<file path="src/rtl/hazard_ctrl_if.sv">
// Hazard controller bus: pipeline status in, pipeline control and interrupt handshake out.
interface hazard_ctrl_if #(
  parameter int unsigned CNT_W = 16
);
  logic             MemRead_EX;
  logic [1:0]       Rd_EX;
  logic [1:0]       Rs_ID;
  logic [1:0]       Rt_ID;
  logic             UseRs_ID;
  logic             UseRt_ID;
  logic             MemAccess_MEM;
  logic             BranchTaken_EX;
  logic             IntReq;
  logic             PC_Write;
  logic             IF_ID_Write;
  logic             IF_ID_Flush;
  logic             ID_EX_Flush;
  logic             MemSel;
  logic             PC_Src_Int;
  logic             IntAck;
  logic [CNT_W-1:0] StallCount;

  // Pipeline side: drives status, receives control
  modport master (
    output MemRead_EX, Rd_EX, Rs_ID, Rt_ID, UseRs_ID, UseRt_ID,
           MemAccess_MEM, BranchTaken_EX, IntReq,
    input  PC_Write, IF_ID_Write, IF_ID_Flush, ID_EX_Flush, MemSel,
           PC_Src_Int, IntAck, StallCount
  );

  // Controller side
  modport slave (
    input  MemRead_EX, Rd_EX, Rs_ID, Rt_ID, UseRs_ID, UseRt_ID,
           MemAccess_MEM, BranchTaken_EX, IntReq,
    output PC_Write, IF_ID_Write, IF_ID_Flush, ID_EX_Flush, MemSel,
           PC_Src_Int, IntAck, StallCount
  );
endinterface

</file>
<file path="src/rtl/hazard_ctrl.sv">
// Pipeline hazard and sequencing controller: load-use stalls, shared-memory
// arbitration, branch flushes, interrupt entry and a saturating stall counter.
// Pipeline-control outputs are combinational so hazards resolve in-cycle.
module hazard_ctrl #(
  parameter int unsigned DRAIN_CYCLES = 2,
  parameter int unsigned CNT_W        = 16
) (
  input  logic          clk,
  input  logic          rst,
  hazard_ctrl_if.slave  hz_if
);

  localparam int unsigned      DW         = (DRAIN_CYCLES > 1) ? $clog2(DRAIN_CYCLES) : 1;
  localparam logic [DW-1:0]    DRAIN_LOAD = DW'(DRAIN_CYCLES - 1);
  localparam logic [CNT_W-1:0] CNT_MAX    = '1;

  typedef enum logic [1:0] {
    RUN   = 2'd0,
    DRAIN = 2'd1,
    VEC   = 2'd2
  } state_e;

  state_e           state_q, state_d;
  logic [DW-1:0]    drain_q, drain_d;
  logic             lockout_q, lockout_d;
  logic [CNT_W-1:0] cnt_q, cnt_d;

  logic pc_write_c, if_id_write_c, if_id_flush_c, id_ex_flush_c;
  logic mem_sel_c, pc_src_int_c, int_ack_c;
  logic load_use_c, accept_c;

  // Load-use hazard: ID consumes a register the load in EX has not produced yet
  assign load_use_c = hz_if.MemRead_EX &
                      ((hz_if.UseRs_ID & (hz_if.Rs_ID == hz_if.Rd_EX)) |
                       (hz_if.UseRt_ID & (hz_if.Rt_ID == hz_if.Rd_EX)));

  // Interrupt taken only on a quiet RUN cycle; branch/load-use cycles defer it
  assign accept_c = (state_q == RUN) & hz_if.IntReq & ~lockout_q &
                    ~hz_if.BranchTaken_EX & ~load_use_c;

  // State, drain counter, lockout and stall counter
  always_ff @(posedge clk) begin
    if (rst) begin
      state_q   <= RUN;
      drain_q   <= '0;
      lockout_q <= 1'b0;
      cnt_q     <= '0;
    end else begin
      state_q   <= state_d;
      drain_q   <= drain_d;
      lockout_q <= lockout_d;
      cnt_q     <= cnt_d;
    end
  end

  // Next state and pipeline-control decode
  always_comb begin
    state_d       = state_q;
    drain_d       = drain_q;
    lockout_d     = lockout_q;
    cnt_d         = cnt_q;
    pc_write_c    = 1'b1;
    if_id_write_c = 1'b1;
    if_id_flush_c = 1'b0;
    id_ex_flush_c = 1'b0;
    mem_sel_c     = hz_if.MemAccess_MEM;
    pc_src_int_c  = 1'b0;
    int_ack_c     = 1'b0;

    case (state_q)
      RUN: begin
        lockout_d = 1'b0;
        if (hz_if.BranchTaken_EX) begin
          if_id_flush_c = 1'b1;
          id_ex_flush_c = 1'b1;
          pc_write_c    = 1'b1;
        end else if (load_use_c) begin
          pc_write_c    = 1'b0;
          if_id_write_c = 1'b0;
          id_ex_flush_c = 1'b1;
        end else if (hz_if.MemAccess_MEM) begin
          pc_write_c    = 1'b0;
          if_id_flush_c = 1'b1;
        end

        // Hold PC as the return address and start draining
        if (accept_c) begin
          pc_write_c    = 1'b0;
          if_id_flush_c = 1'b1;
          state_d       = DRAIN;
          drain_d       = DRAIN_LOAD;
        end

        if (!hz_if.BranchTaken_EX && !pc_write_c &&
            !(accept_c && hz_if.MemAccess_MEM) && (cnt_q != CNT_MAX)) begin
          cnt_d = cnt_q + CNT_W'(1);
        end
      end

      DRAIN: begin
        pc_write_c    = 1'b0;
        if_id_flush_c = 1'b1;
        if (drain_q == '0) begin
          state_d = VEC;
        end else begin
          drain_d = drain_q - DW'(1);
        end
      end

      VEC: begin
        mem_sel_c     = 1'b0;
        pc_src_int_c  = 1'b1;
        pc_write_c    = 1'b1;
        if_id_flush_c = 1'b1;
        int_ack_c     = 1'b1;
        state_d       = RUN;
        lockout_d     = 1'b1;
      end

      default: begin
        state_d = RUN;
      end
    endcase

    // Reset freezes the front end and bubbles the pipeline
    if (rst) begin
      pc_write_c    = 1'b0;
      if_id_write_c = 1'b0;
      if_id_flush_c = 1'b1;
      id_ex_flush_c = 1'b1;
      mem_sel_c     = 1'b0;
      pc_src_int_c  = 1'b0;
      int_ack_c     = 1'b0;
    end
  end

  assign hz_if.PC_Write    = pc_write_c;
  assign hz_if.IF_ID_Write = if_id_write_c;
  assign hz_if.IF_ID_Flush = if_id_flush_c;
  assign hz_if.ID_EX_Flush = id_ex_flush_c;
  assign hz_if.MemSel      = mem_sel_c;
  assign hz_if.PC_Src_Int  = pc_src_int_c;
  assign hz_if.IntAck      = int_ack_c;
  assign hz_if.StallCount  = cnt_q;

endmodule

</file>
<file path="src/flat_wrapper.sv">
// flat-port wrapper written by rule: the top's interface ports become plain ports
module hazard_ctrl_flat 
#(
  parameter int unsigned DRAIN_CYCLES = 2,
  parameter int unsigned CNT_W        = 16
)
  (clk, rst, hz_if_MemRead_EX, hz_if_Rd_EX, hz_if_Rs_ID, hz_if_Rt_ID, hz_if_UseRs_ID, hz_if_UseRt_ID, hz_if_MemAccess_MEM, hz_if_BranchTaken_EX, hz_if_IntReq, hz_if_PC_Write, hz_if_IF_ID_Write, hz_if_IF_ID_Flush, hz_if_ID_EX_Flush, hz_if_MemSel, hz_if_PC_Src_Int, hz_if_IntAck, hz_if_StallCount);
  hazard_ctrl_if #(.CNT_W(CNT_W)) hz_if_i ();
  input  logic clk;
  input  logic rst;
  input wire logic [$bits(hz_if_i.MemRead_EX)-1:0] hz_if_MemRead_EX;
  input wire logic [$bits(hz_if_i.Rd_EX)-1:0] hz_if_Rd_EX;
  input wire logic [$bits(hz_if_i.Rs_ID)-1:0] hz_if_Rs_ID;
  input wire logic [$bits(hz_if_i.Rt_ID)-1:0] hz_if_Rt_ID;
  input wire logic [$bits(hz_if_i.UseRs_ID)-1:0] hz_if_UseRs_ID;
  input wire logic [$bits(hz_if_i.UseRt_ID)-1:0] hz_if_UseRt_ID;
  input wire logic [$bits(hz_if_i.MemAccess_MEM)-1:0] hz_if_MemAccess_MEM;
  input wire logic [$bits(hz_if_i.BranchTaken_EX)-1:0] hz_if_BranchTaken_EX;
  input wire logic [$bits(hz_if_i.IntReq)-1:0] hz_if_IntReq;
  output wire logic [$bits(hz_if_i.PC_Write)-1:0] hz_if_PC_Write;
  output wire logic [$bits(hz_if_i.IF_ID_Write)-1:0] hz_if_IF_ID_Write;
  output wire logic [$bits(hz_if_i.IF_ID_Flush)-1:0] hz_if_IF_ID_Flush;
  output wire logic [$bits(hz_if_i.ID_EX_Flush)-1:0] hz_if_ID_EX_Flush;
  output wire logic [$bits(hz_if_i.MemSel)-1:0] hz_if_MemSel;
  output wire logic [$bits(hz_if_i.PC_Src_Int)-1:0] hz_if_PC_Src_Int;
  output wire logic [$bits(hz_if_i.IntAck)-1:0] hz_if_IntAck;
  output wire logic [$bits(hz_if_i.StallCount)-1:0] hz_if_StallCount;
  assign hz_if_i.MemRead_EX = hz_if_MemRead_EX;
  assign hz_if_i.Rd_EX = hz_if_Rd_EX;
  assign hz_if_i.Rs_ID = hz_if_Rs_ID;
  assign hz_if_i.Rt_ID = hz_if_Rt_ID;
  assign hz_if_i.UseRs_ID = hz_if_UseRs_ID;
  assign hz_if_i.UseRt_ID = hz_if_UseRt_ID;
  assign hz_if_i.MemAccess_MEM = hz_if_MemAccess_MEM;
  assign hz_if_i.BranchTaken_EX = hz_if_BranchTaken_EX;
  assign hz_if_i.IntReq = hz_if_IntReq;
  assign hz_if_PC_Write = hz_if_i.PC_Write;
  assign hz_if_IF_ID_Write = hz_if_i.IF_ID_Write;
  assign hz_if_IF_ID_Flush = hz_if_i.IF_ID_Flush;
  assign hz_if_ID_EX_Flush = hz_if_i.ID_EX_Flush;
  assign hz_if_MemSel = hz_if_i.MemSel;
  assign hz_if_PC_Src_Int = hz_if_i.PC_Src_Int;
  assign hz_if_IntAck = hz_if_i.IntAck;
  assign hz_if_StallCount = hz_if_i.StallCount;
  hazard_ctrl #(.DRAIN_CYCLES(DRAIN_CYCLES), .CNT_W(CNT_W)) u_core (.clk(clk), .rst(rst), .hz_if(hz_if_i));
endmodule
</file>
<file path="config.mk">
export PLATFORM = sky130hd
export DESIGN_NAME = hazard_ctrl_flat
export DESIGN_NICKNAME = d
export VERILOG_FILES = /design/src/rtl/hazard_ctrl_if.sv /design/src/rtl/hazard_ctrl.sv /design/src/flat_wrapper.sv
export SDC_FILE = /design/constraint.sdc
export NUM_CORES = 1
export LEC_CHECK = 0
export BUFFER_PORTS_ARGS = -buffer_cell sky130_fd_sc_hd__buf_2
export CAP_MARGIN = 0
export CORE_MARGIN = 2
export CORE_UTILIZATION = 30
export DETAILED_ROUTE_END_ITERATION = 10
export SLEW_MARGIN = 20
export SYNTH_ARGS = -nofsm -noshare
export SYNTH_HDL_FRONTEND = slang
export SYNTH_SLANG_ARGS = --single-unit
</file>
<file path="constraint.sdc">
create_clock -name clk -period 5.15 [get_ports clk]
set_input_delay 0.515 -clock clk [delete_from_list [all_inputs] [get_ports clk]]
set_output_delay 0.515 -clock clk [all_outputs]
set_load 0.01 [all_outputs]
</file>
Yosys cells after proc, flatten, opt, wreduce, memory -nomap -nowiden
Cells that the tools add are included.
Widths: inputs -> output; s select.
{"block": "word_totals", "reg_bits": 20, "out_inout_bits": 23, "wordCells": 70}
{"block": "op_classes", "add_sub_neg": 2, "n_eq_ne": 7, "mux": 32, "bitwise": 11, "reduce_logical": 14}
{"op": "$mux 1", "n": 25}
{"op": "$add 16x1->16 const B", "n": 1}
{"op": "$ne 16x16->1 const B", "n": 1}
{"op": "$pmux 1 s2", "n": 4}
{"op": "$and 1x1->1", "n": 7}
{"op": "$reduce_and 2->1", "n": 3}
{"op": "$eq 2x2->1", "n": 2}
{"op": "$logic_and 1x1->1", "n": 4}
{"op": "$mux 2", "n": 2}
{"op": "$pmux 2 s2", "n": 1}
{"op": "$reduce_bool 2->1", "n": 2}
{"op": "$logic_not 1->1", "n": 3}
{"op": "$not 1->1", "n": 3}
{"op": "$eq 2x1->1 const B", "n": 1}
{"op": "$eq 2x2->1 const B", "n": 1}
{"op": "$logic_not 2->1", "n": 1}
{"op": "$ne 2x1->1 const B", "n": 1}
{"op": "$ne 2x2->1 const B", "n": 1}
{"op": "$reduce_or 2->1", "n": 1}
{"op": "$or 1x1->1", "n": 1}
{"op": "$sub 1x1->1 const B", "n": 1}

Depth between registers and ports, before layout
Gate-level depths: netlist of run 1.
{"block": "logic_depth", "word_depth": 13, "ltp_mapped": 8, "mapped_depth_nobuf": 7}

Worst setup path after synthesis of run 1
No wires, ideal clock.
{"block": "synth_path", "path_kind": "input to register", "start": "input port hz_if_Rd_EX[1]", "end": "register u_core.cnt_q[10] (netlist: u_core.hz_if.StallCount[10])", "setup_time_ns": 0.121, "t_arrival_ns": 1.923, "required_time_ns": 5.029, "slack_ns": 3.106, "cell_stages": 7, "path_buffers": 2, "cell_sequence": "xnor2_1 > nand4_2 > and3_1 > buf_6 > buf_6 > nor4b_1 > mux2_2"}
{"block": "synth_between", "elab_chain_cells": 13}
{"element": "from (decl)", "line": "flat_wrapper.sv:12", "text": "input wire logic [$bits(hz_if_i.Rd_EX)-1:0] hz_if_Rd_EX;"}
{"element": "$eq 2x2->1, on equally long branches", "line": "hazard_ctrl.sv:34, hazard_ctrl.sv:35"}
{"element": "$and 1x1->1, on equally long branches", "line": "hazard_ctrl.sv:34, hazard_ctrl.sv:35"}
{"element": "$or 1x1->1 *", "line": "hazard_ctrl.sv:34", "text": "((hz_if.UseRs_ID & (hz_if.Rs_ID == hz_if.Rd_EX)) |"}
{"element": "$and 1x1->1 *", "line": "hazard_ctrl.sv:33", "text": "assign load_use_c = hz_if.MemRead_EX &"}
{"element": "$mux 1 / $not 1->1 (equally long branches)", "line": "hazard_ctrl.sv:77, hazard_ctrl.sv:39"}
{"element": "$mux 1 / $and 1x1->1 (equally long branches)", "line": "hazard_ctrl.sv:73, hazard_ctrl.sv:39"}
{"element": "$mux 1", "line": "hazard_ctrl.sv:87", "text": "if (accept_c) begin"}
{"element": "$mux 1", "line": "hazard_ctrl.sv:70", "text": "case (state_q)"}
{"element": "$logic_not 1->1", "line": "hazard_ctrl.sv:94", "text": "if (!hz_if.BranchTaken_EX && !pc_write_c &&"}
{"element": "$logic_and 1x1->1", "line": "hazard_ctrl.sv:94"}
{"element": "$logic_and 1x1->1 *", "line": "hazard_ctrl.sv:94"}
{"element": "$logic_and 1x1->1 *", "line": "hazard_ctrl.sv:95", "text": "!(accept_c && hz_if.MemAccess_MEM) && (cnt_q != CNT_MAX)) begin"}
{"element": "$reduce_and 2->1 (no line) *"}
{"element": "to (signal assigned)", "line": "hazard_ctrl.sv:52", "text": "cnt_q <= cnt_d;"}
{"element": "to (decl)", "line": "hazard_ctrl.sv:26", "text": "logic [CNT_W-1:0] cnt_q, cnt_d;"}
Every way passes the cells marked *; elsewhere a longest branch is shown, timed or not. The select of a mux whose other input is x is not followed.
A chain may end at the register's enable or synchronous reset.

Worst setup path in the final report of run 1
{"block": "layout_path", "start": "register u_core.state_q[1]", "end": "output port hz_if_PC_Write"}
{"block": "layout_between", "elab_chain_cells": 9}
{"element": "from (decl)", "line": "hazard_ctrl.sv:23", "text": "state_e state_q, state_d;"}
{"element": "from (signal assigned)", "line": "hazard_ctrl.sv:49", "text": "state_q <= state_d;"}
{"element": "$logic_not 2->1", "line": "hazard_ctrl.sv:38, hazard_ctrl.sv:70"}
{"element": "$and 1x1->1 (3 in a row)", "line": "hazard_ctrl.sv:38", "text": "assign accept_c = (state_q == RUN) & hz_if.IntReq & ~lockout_q &"}
{"element": "$and 1x1->1", "line": "hazard_ctrl.sv:39", "text": "~hz_if.BranchTaken_EX & ~load_use_c;"}
{"element": "$mux 1", "line": "hazard_ctrl.sv:87"}
{"element": "$mux 1", "line": "hazard_ctrl.sv:70"}
{"element": "$pmux 1 s2 *", "line": "hazard_ctrl.sv:70"}
{"element": "$mux 1 *", "line": "hazard_ctrl.sv:126", "text": "if (rst) begin"}
{"element": "to (decl)", "line": "flat_wrapper.sv:20", "text": "output wire logic [$bits(hz_if_i.PC_Write)-1:0] hz_if_PC_Write;"}
Marked as above.

==> impl_metrics.env, run 1 <==
export IMPL_synth_top_cell_area_share=0.298
export IMPL_routed_wl_um=3090
export IMPL_async_flop_share=0
export IMPL_startpoint_type="flip-flop"
export IMPL_r2r_start="u_core.state_q[1]"
export IMPL_worstPathRequired_ps=4640
export IMPL_cap_viol_max_count=0
export IMPL_dp_slack_ps=2720
export IMPL_worst_hold_path_type="reg2reg"
export IMPL_crit_type="reg2out"
export IMPL_synth_area_leader_cell="dfxtp_1"
export IMPL_hold_buffers=0
export IMPL_yosys_top_cells_area="dfxtp_1 30%, ha_1 5.6%, o31ai_1 5.6%"
export IMPL_layout_area_seq_um2=400
export IMPL_tightest_slew_ps=838
export IMPL_cts_tree="built"
export IMPL_r2r_end="u_core.hz_if.StallCount[10]"
export IMPL_powerDensity_nw_per_um2=284
export IMPL_hold_path_depth=2
export IMPL_grt_overflow=0
export IMPL_clk_latency_ps=250
export IMPL_hold_viol=0
export IMPL_synth_compound_area_share=0.174
export IMPL_end_kind="primary output"
export IMPL_ys_seq_area_frac=0.298
export IMPL_cts_repair_resized=0
export IMPL_grt_antenna_before_repair=0
export IMPL_cpPeakStageDelay_ps=600
export IMPL_fmax_mhz=390
export IMPL_grt_pass1_vias=1175
export IMPL_htree_levels=1
export IMPL_grt_total_usage=0.125
export IMPL_nFillCells=488
export IMPL_fin_setup_tns_ps=0
export IMPL_yosys_warnings=0
export IMPL_critical_path_slowest_cell="nor2_1"
export IMPL_finalCritPeriodShare=0.498
export IMPL_die_h_um=70.9
export IMPL_min_from="u_core.hz_if.StallCount[14]"
export IMPL_routabilityCongestion=0.819
export IMPL_synth_edff_count=0
export IMPL_dieArea_um2=5030
export IMPL_synth_cells=164
export IMPL_dp_hpwl_um=2320
export IMPL_synth_most_common_cell="dfxtp_1"
export IMPL_avgSynthCellArea_um2=8.19
export IMPL_peakVddDrop_mv=0.112
export IMPL_clock_skew_ps=1.73
export IMPL_cp_common_cell="inv_1"
export IMPL_r2r_cells=7
export IMPL_drt_wirelength_per_cell_um=12.6
export IMPL_synth_xor_area_share=0.0326
export IMPL_nets=216
export IMPL_cts_setup_buffers=0
export IMPL_post_route_util=0.365
export IMPL_root_buffer="clkbuf_8"
export IMPL_total_power_w=0.000449
export IMPL_clock_sinks=20
export IMPL_setup_violations=0
export IMPL_rsz0062_at_grt="no"
export IMPL_synth_nets=184
export IMPL_numCtsBuffers=3
export IMPL_ant_nets=0
export IMPL_synth_distinct_cells=40
export IMPL_min_to="u_core.hz_if.StallCount[14]"
export IMPL_ys_flop_type="dfxtp_1"
export IMPL_drc=0
export IMPL_min_period_ps=2570
export IMPL_die_w_um=70.9
export IMPL_final_max_slew_viol_count=0
export IMPL_portBuffers=36
export IMPL_crit_chain="inv_1 > ha_1 > inv_1 > nor2_1 > a221oi_1 > buf_2"
export IMPL_clock_path_buffers=2
export IMPL_critPathArrivalTime_ps=2050
export IMPL_synthAdderAreaFrac=0.0559
export IMPL_syn_cell_area_um2=1340
export IMPL_placementRows=24
export IMPL_start_util=0.311
export IMPL_reg2reg_slack_ps=2770
export IMPL_yosys_area_share_simple=0.332
export IMPL_multiInputGateArea_um2=865
export IMPL_first_iter_violations=60
export IMPL_drive_above_1_share=0.237
export IMPL_num_vias=1333
export IMPL_io_pin_count=37
export IMPL_holdWs_ps=494
export IMPL_synth_common_cells="20 x dfxtp_1, 16 x nor2_1, 13 x a21oi_1"
export IMPL_synth_mux_area_frac=0.0484
export IMPL_n_antenna_cell=0
export IMPL_relSlewSlack=0.442
export IMPL_leakagePower_nw=0.646
export IMPL_fin_ws_ps=2590
export IMPL_grt_pass1_wl_um=5250
export IMPL_fp_coreArea_um2=4320
export IMPL_critPathMaxFanout=12
export IMPL_status="finished clean"
export IMPL_critPathLaunch="u_core.state_q[1]"
export IMPL_synth_top_family_by_area="simple AND/OR/NAND/NOR gates"
export IMPL_area_growth_pct=17.4
export IMPL_grt_max_degree=33
export IMPL_firstDrtPassIters=4
export IMPL_ys_seq_elements=20
export IMPL_path_clk_slew_ps=70
export IMPL_viasPerCell=5.42
stage by stage:
| step | area [µm²] | instances |
|---|---|---|
| 6_report | 1580 | 246 |
| 2_1_floorplan | 1340 | 164 |
| 3_3_place_gp | 1540 | 243 |
| 4_1_cts | 1580 | 246 |
| 3_5_place_dp | 1540 | 243 |
| 5_1_grt | 1580 | 246 |
logic make-up after synthesis:
group                      Yosys count
DFF                                 20
adders and majority gates            6
muxes                                6
AOI/OAI and AO/OA                   35
and+or+nand+nor                     77
xor gates and xnor gates             5
buffers and inverters               15
worst max-delay path by stage:
stage / slack, ps / to / depth (start not counted)
after floorplan: 3110 / u_core.hz_if.StallCount[10] / 7
after detailed placement: 2720 / u_core.hz_if.StallCount[10] / 6
after global routing: 2400 / hz_if_PC_Write / 6
after CTS: 2600 / hz_if_PC_Write / 6
final: 2590 / hz_if_PC_Write / 6
after global placement: 2760 / u_core.hz_if.StallCount[10] / 6
metal layers:
metal | routed length (µm) | GRT usage | vias up
met2 | 1460 | 0.213 | 28
met5 | 0 | 0 | -
met3 | 125 | 0.0214 | 2
li1 | - | - | 682
met1 | 1470 | 0.162 | 621
met4 | 31 | 0.0377 | 0
layout make-up:
class                           count  share of cell area
Multi-Input combinational cell    129               0.548
Inverter                            5              0.0119
Timing Repair Buffer               37               0.119
Tap cell                           52              0.0412
Clock buffer                        3              0.0262
Sequential cell                    20               0.254
power by group:
part | switching (W) | internal [W]
clock network | 0.0000511 | 0.0000521
registers | 0.0000166 | 0.000169
logic | 0.0000975 | 0.0000628
total | 0.000165 | 0.000284
cell usage in the layout, fill, tap and decap left out, types with 2 or more instances in the layout:
| cell | count |
|---|---|
| dfxtp_1 | 20 |
| a221oi_1 | 2 |
| clkbuf_8 | 3 |
| nand4_1 | 9 |
| nand2b_1 | 7 |
| nor2_1 | 16 |
| inv_1 | 5 |
| xnor2_1 | 5 |
| a21oi_1 | 13 |
| mux2i_1 | 2 |
| ha_1 | 6 |
| nor2b_1 | 5 |
| o21ai_0 | 2 |
| and3_1 | 4 |
| or4_1 | 10 |
| buf_2 | 36 |
| o31ai_1 | 10 |
| nand2_1 | 6 |
| nor3_1 | 5 |
| mux2_2 | 4 |
| nand3_1 | 5 |
| and4_1 | 2 |
critical path, delay by kind of cell, from the launching register on:
family | cells | cell delay, ps
DFF | 1 | 340
and+or+nand+nor | 1 | 600
AOI/OAI and AO/OA | 1 | 170
buffers and inverters | 3 | 400
adders and majority gates | 1 | 270
state kept, by name (all words and copies together) (netlist names):
name,flops
u_core.hz_if.StallCount,16
u_core.state_q,2
u_core.drain_q,1
u_core.lockout_q,1
(Power assumes the default switching activity.)
==> inputs of run 2 (changes only) <==
clock period = 2.5 ns   (was 5.15 ns; I/O delays follow)
==> run 2 against run 1 <==
Compared with the run above: register-to-register slack lost 2300 ps; cell count rose by 2.0%; highest routed layer unchanged; global-route usage rose by 0.54 points; first-iteration DRC count is 38% higher; sequential cell count unchanged; sequential share of layout area is 0.59 points lower; non-clock buffer count increased by 5; combinational power is 120% higher; worst setup slack worse by 2200 ps; core utilization rose by 0.87 points.
==> impl_metrics.env, run 2 (synthesized netlist as in run 1, its figures left out) <==
export IMPL_status="finished clean"
export IMPL_power_switching_w=0.000345
export IMPL_r2r_end="u_core.hz_if.StallCount[7]"
export IMPL_first_iter_violations=83
export IMPL_grt_overflow=0
export IMPL_routed_wl_um=3150
export IMPL_relSlewSlack=0.582
export IMPL_fp_coreArea_um2=4320
export IMPL_instances_no_fill=251
export IMPL_setup_violations=0
export IMPL_worstPathRequired_ps=2650
export IMPL_root_buffer="clkbuf_8"
export IMPL_nets=221
export IMPL_hold_viol=0
export IMPL_tightest_slew_ps=626
export IMPL_final_cell_mix="36 x buf_2, 20 x dfxtp_1, 16 x nor2_1"
export IMPL_worst_hold_path_type="in2reg"
export IMPL_dieArea_um2=5030
export IMPL_placementRows=24
export IMPL_path_clk_slew_ps=70
export IMPL_cts_repair_resized=0
export IMPL_r2r_cells=7
export IMPL_r2r_start="u_core.hz_if.StallCount[0]"
export IMPL_layout_commonest_cell="buf_2"
export IMPL_p_clk_frac=0.225
export IMPL_clock_path_buffers=2
export IMPL_min_period_ps=2080
export IMPL_area_growth_pct=20.2
export IMPL_critPathMaxFanout=10
export IMPL_seqPwrFrac=0.399
export IMPL_powerDensity_nw_per_um2=590
export IMPL_io_pin_count=37
export IMPL_drc=0
export IMPL_grt_max_degree=33
export IMPL_cts_setup_buffers=0
export IMPL_hold_buffers=0
export IMPL_cp_top_family="simple AND/OR/NAND/NOR gates"
export IMPL_dpl_cell_count=248
export IMPL_power_frac_comb=0.376
export IMPL_grt_antenna_before_repair=0
export IMPL_min_from="hz_if_BranchTaken_EX"
export IMPL_cp_num_buf_inv=1
export IMPL_reg2reg_slack_ps=420
export IMPL_final_max_slew_viol_count=0
export IMPL_crit_cells=7
export IMPL_routabilityCongestion=0.821
export IMPL_holdWs_ps=376
export IMPL_crit_chain="ha_1 > and3_1 > nand2_1 > nor2_1 > buf_4 > nor3_1 > mux2_2"
export IMPL_swShare=0.362
export IMPL_die_h_um=70.9
export IMPL_p_int_w=0.000607
export IMPL_fin_setup_tns_ps=0
export IMPL_grt_pass1_vias=1223
export IMPL_htree_levels=1
export IMPL_viasPerCell=5.31
export IMPL_firstDrtPassIters=4
export IMPL_num_vias=1332
export IMPL_rsz0062_at_grt="no"
export IMPL_crit_type="reg2reg"
export IMPL_drt_wirelength_per_cell_um=12.6
export IMPL_peakVddDrop_mv=0.252
export IMPL_cpPeakStageDelay_ps=420
export IMPL_start_util=0.311
export IMPL_fmax_mhz=482
export IMPL_critical_path_slowest_cell="dfxtp_1"
export IMPL_leakagePower_nw=0.671
export IMPL_clock_sinks=20
export IMPL_ant_nets=0
export IMPL_clk_latency_ps=260
export IMPL_grt_pass1_wl_um=5440
export IMPL_cap_viol_max_count=0
export IMPL_numCtsBuffers=3
export IMPL_startpoint_type="flip-flop"
export IMPL_cts_tree="built"
export IMPL_cp_endpoint="u_core.hz_if.StallCount[7]"
export IMPL_largest_register_ff_count=16
export IMPL_clock_skew_ps=1.89
export IMPL_critPathLaunch="u_core.hz_if.StallCount[0]"
export IMPL_end_kind="flip-flop"
export IMPL_grt_total_usage=0.131
export IMPL_die_w_um=70.9
export IMPL_critPathArrivalTime_ps=2230
export IMPL_portBuffers=36
export IMPL_n_antenna_cell=0
export IMPL_dp_hpwl_um=2290
export IMPL_drive_above_1_share=0.256
export IMPL_finalCritPeriodShare=0.830
[run 2: cell count changes in the layout (fill, tap and decap cells not counted)]
| cell | delta |
|---|---|
| buf_4 | +5 |
[run 2: metrics by stage]
stage | power [W] | cell area (µm²) | setup slack, ps | utilization
floorplan | 0.000648 | 1340 | 513 | -
global placement | 0.000748 | 1570 | 377 | 0.364
detailed placement | 0.000744 | 1570 | 369 | 0.364
CTS | 0.000960 | 1620 | 437 | 0.374
global route | 0.00103 | 1620 | 234 | 0.374
finish | 0.000952 | 1620 | 424 | 0.374
[run 2: power by group through the flow]
stage,registers (W),logic (W),clock network (W)
6_report,0.000380,0.000358,0.000214
5_1_grt,0.000388,0.000412,0.000233
4_1_cts,0.000379,0.000360,0.000220
3_5_place_dp,0.000387,0.000358,0
3_3_place_gp,0.000386,0.000361,0
2_1_floorplan,0.000383,0.000265,0
[run 2: worst register-to-register path: cells and delay by family (launching register included)]
| kind | cells | cell delay [ps] |
|---|---|---|
| mux | 1 | 290 |
| fa+ha+maj | 1 | 220 |
| flops | 1 | 420 |
| simple gates | 4 | 800 |
| buf+inv | 1 | 250 |
[run 2: final cells by class]
cell class | instances | area [µm²]
clock buffer | 3 | 41.3
fill | 489 | 2710
inverter | 5 | 18.8
multi-input combinational | 129 | 865
sequential | 20 | 400
tap | 52 | 65.1
timing repair buffer | 42 | 225
[run 2: worst min-delay path by stage]
stage                                              to  slack (ps)  cells after the start
after floorplan                     u_core.state_q[1]         450                      2
after global placement    u_core.hz_if.StallCount[14]         480                      2
final                               u_core.state_q[1]         380                      3
after global routing                u_core.state_q[1]         400                      3
after CTS                           u_core.state_q[1]         370                      3
after detailed placement  u_core.hz_if.StallCount[14]         490                      2
[run 2: metal layers]
layer,up-vias,routed length [µm],part of all wire,global-route usage
met3,4,94,0.030,0.0171
met1,614,1570,0.50,0.184
met5,-,0,0,0
met4,0,34,0.011,0.0482
li1,690,-,-,-
met2,24,1460,0.46,0.205
==> inputs of run 3 (changes only) <==
ABC_AREA = 1   (was not set)
clock period = 1.8 ns   (was 2.5 ns; I/O delays follow)
==> run 3 against run 2 <==
Compared with the run above: the flow now finishes with violations (negative setup slack); clock skew increased by 1.9 ps; critical path type is now reg2out; power up 58%; core utilization grew 3.8 points; worst setup slack worse by 470 ps; critical path depth rose by 4; register-to-register slack lost 300 ps; die area is 9.5% higher; sequential share of layout area fell by 4.1 points; highest routed layer unchanged; critical endpoint is now hz_if_IF_ID_Flush; first-iteration DRC count shrank 16%; global-route usage grew 1.9 points; via count up 21%.
==> impl_metrics.env, run 3 <==
export IMPL_status="finished with violations"
export IMPL_violations="negative setup slack"
export IMPL_dieArea_um2=5510
export IMPL_critPathArrivalTime_ps=1670
export IMPL_worst_hold_path_type="in2reg"
export IMPL_finalCritPeriodShare=1.03
export IMPL_final_cell_mix="67 x nand2_1, 36 x buf_2, 23 x buf_4"
export IMPL_routabilityCongestion=0.904
export IMPL_synth_nets=241
export IMPL_ys_flop_type="dfxtp_1"
export IMPL_critPathMaxFanout=4
export IMPL_powerDensity_nw_per_um2=774
export IMPL_fp_coreArea_um2=4720
export IMPL_crit_type="reg2out"
export IMPL_ant_nets=0
export IMPL_grt_max_degree=24
export IMPL_synth_edff_count=0
export IMPL_firstDrtPassIters=5
export IMPL_worstPathRequired_ps=1620
export IMPL_yosys_top_cells_area="dfxtp_1 27%, nand2_1 17%, nand4_1 7.6%"
export IMPL_routed_wl_um=3990
export IMPL_multiInputGateArea_um2=961
export IMPL_cts_tree="built"
export IMPL_path_clk_slew_ps=70
export IMPL_root_buffer="clkbuf_8"
export IMPL_design_area_um2=1950
export IMPL_relSlewSlack=0.638
export IMPL_ys_seq_elements=20
export IMPL_end_kind="primary output"
export IMPL_n_antenna_cell=0
export IMPL_dp_hpwl_um=2890
export IMPL_nets=297
export IMPL_largest_register_ff_count=16
export IMPL_synth_common_cells="67 x nand2_1, 22 x inv_1, 20 x dfxtp_1"
export IMPL_fin_setup_tns_ps=-49.9
export IMPL_grt_pass1_vias=1514
export IMPL_leakagePower_nw=0.871
export IMPL_drt_wirelength_per_cell_um=11.7
export IMPL_min_period_ps=1850
export IMPL_viasPerCell=4.71
export IMPL_fin_ws_ps=-49.9
export IMPL_cap_viol_max_count=0
export IMPL_async_flop_share=0
export IMPL_rsz0062_at_grt="yes"
export IMPL_portBuffers=36
export IMPL_grt_overflow=0
export IMPL_syn_cell_area_um2=1480
export IMPL_nFillCells=508
export IMPL_clock_path_buffers=2
export IMPL_io_pin_count=37
export IMPL_postPlaceCellArea_um2=1790
export IMPL_clock_sinks=20
export IMPL_area_growth_pct=31.6
export IMPL_ys_seq_area_frac=0.271
export IMPL_grt_antenna_before_repair=0
export IMPL_placementRows=25
export IMPL_avgSynthCellArea_um2=6.69
export IMPL_drc=0
export IMPL_startpoint_type="flip-flop"
export IMPL_htree_levels=1
export IMPL_grt_total_usage=0.150
export IMPL_clock_skew_ps=3.80
export IMPL_hold_viol=0
export IMPL_clk_latency_ps=260
export IMPL_grt_pass1_wl_um=6430
export IMPL_die_w_um=74.2
export IMPL_die_h_um=74.2
export IMPL_layout_commonest_cell="nand2_1"
export IMPL_tightest_slew_ps=544
export IMPL_start_util=0.313
export IMPL_numCtsBuffers=3
export IMPL_reg2reg_slack_ps=120
export IMPL_fmax_mhz=541
export IMPL_synth_area_leader_cell="dfxtp_1"
export IMPL_synth_most_common_cell="nand2_1"
export IMPL_final_max_slew_viol_count=0
export IMPL_yosys_warnings=0
export IMPL_synth_cells=221
export IMPL_peakVddDrop_mv=0.327
export IMPL_num_vias=1611
export IMPL_setup_violations=1
export IMPL_synth_top_cell_area_share=0.271
export IMPL_drive_above_1_share=0.342
export IMPL_layout_area_seq_um2=403
export IMPL_first_iter_violations=70
export IMPL_synth_distinct_cells=29
## run 3: cell count changes after synthesis, sizes merged, moves of 8 or more
cell / delta
or4: -10
inv: +20
o31ai: -10
a21oi: +8
nand2: +63
nand4: +8
nand3: +11
## run 3: cell families after synthesis
| group | after synthesis | share of synthesized area |
|---|---|---|
| fa+ha+maj | 6 | 0.0508 |
| buf+inv | 34 | 0.0981 |
| compound gates | 25 | 0.113 |
| simple gates | 128 | 0.420 |
| xor+xnor | 8 | 0.0474 |
| flops | 20 | 0.271 |
## run 3: timing repair
| action | in CTS | in global routing |
|---|---|---|
| pin swaps | 6 | 8 |
| buffers inserted | 8 | 3 |
| gates cloned | 0 | 0 |
| endpoints found under the setup margin | 2 | 19 |
| hold buffers | 0 | 0 |
| gates resized for setup | 6 | 6 |
## run 3: worst paths after layout
kind                   startpoint                    endpoint  cells after the start
max             u_core.state_q[0]           hz_if_IF_ID_Flush                     11
min          hz_if_BranchTaken_EX              u_core.drain_q                      4
max reg2reg     u_core.state_q[0]  u_core.hz_if.StallCount[0]                     12
min reg2reg      u_core.lockout_q            u_core.lockout_q                      2
## run 3: through the flow
stage | util | hold WS (ps) | setup WS, ps | total power (W) | instances
2_1_floorplan | - | 258 | 57.0 | 0.000850 | 221
3_3_place_gp | 0.378 | 468 | 119 | 0.000971 | 328
3_5_place_dp | 0.378 | 467 | 70.9 | 0.000980 | 328
4_1_cts | 0.403 | 346 | 3.99 | 0.00141 | 339
5_1_grt | 0.412 | 404 | -95.0 | 0.00159 | 342
6_report | 0.412 | 360 | -49.9 | 0.00151 | 342
## run 3: worst max-delay path, cell delays in order, from the launching register on
cell	delay, ps
dfxtp_2	370
inv_4	60
ha_4	170
inv_4	60
nor2_1	30
nand2_1	70
nand2_1	80
a21oi_1	140
nor2_1	70
o21bai_1	150
nand2_1	70
buf_2	140
## run 3: cell type report
type | instances | area share
Multi-Input combinational cell | 167 | 0.494
Tap cell | 67 | 0.0431
Timing Repair Buffer | 59 | 0.181
Inverter | 26 | 0.0534
Sequential cell | 20 | 0.207
Clock buffer | 3 | 0.0212
## run 3: where the power goes
group | internal (W) | switching (W) | total, W
clock network | 0.000149 | 0.000154 | 0.000303
logic | 0.000313 | 0.000384 | 0.000697
registers | 0.000477 | 0.0000294 | 0.000506
total | 0.000939 | 0.000567 | 0.00151
## run 3: layer usage
| layer | vias to the layer above | global-route usage | share of wire |
|---|---|---|---|
| met2 | 52 | 0.258 | 0.47 |
| met1 | 721 | 0.182 | 0.46 |
| li1 | 832 | - | - |
| met3 | 6 | 0.0163 | 0.055 |
| met5 | - | 0 | 0 |
| met4 | 0 | 0.0833 | 0.016 |
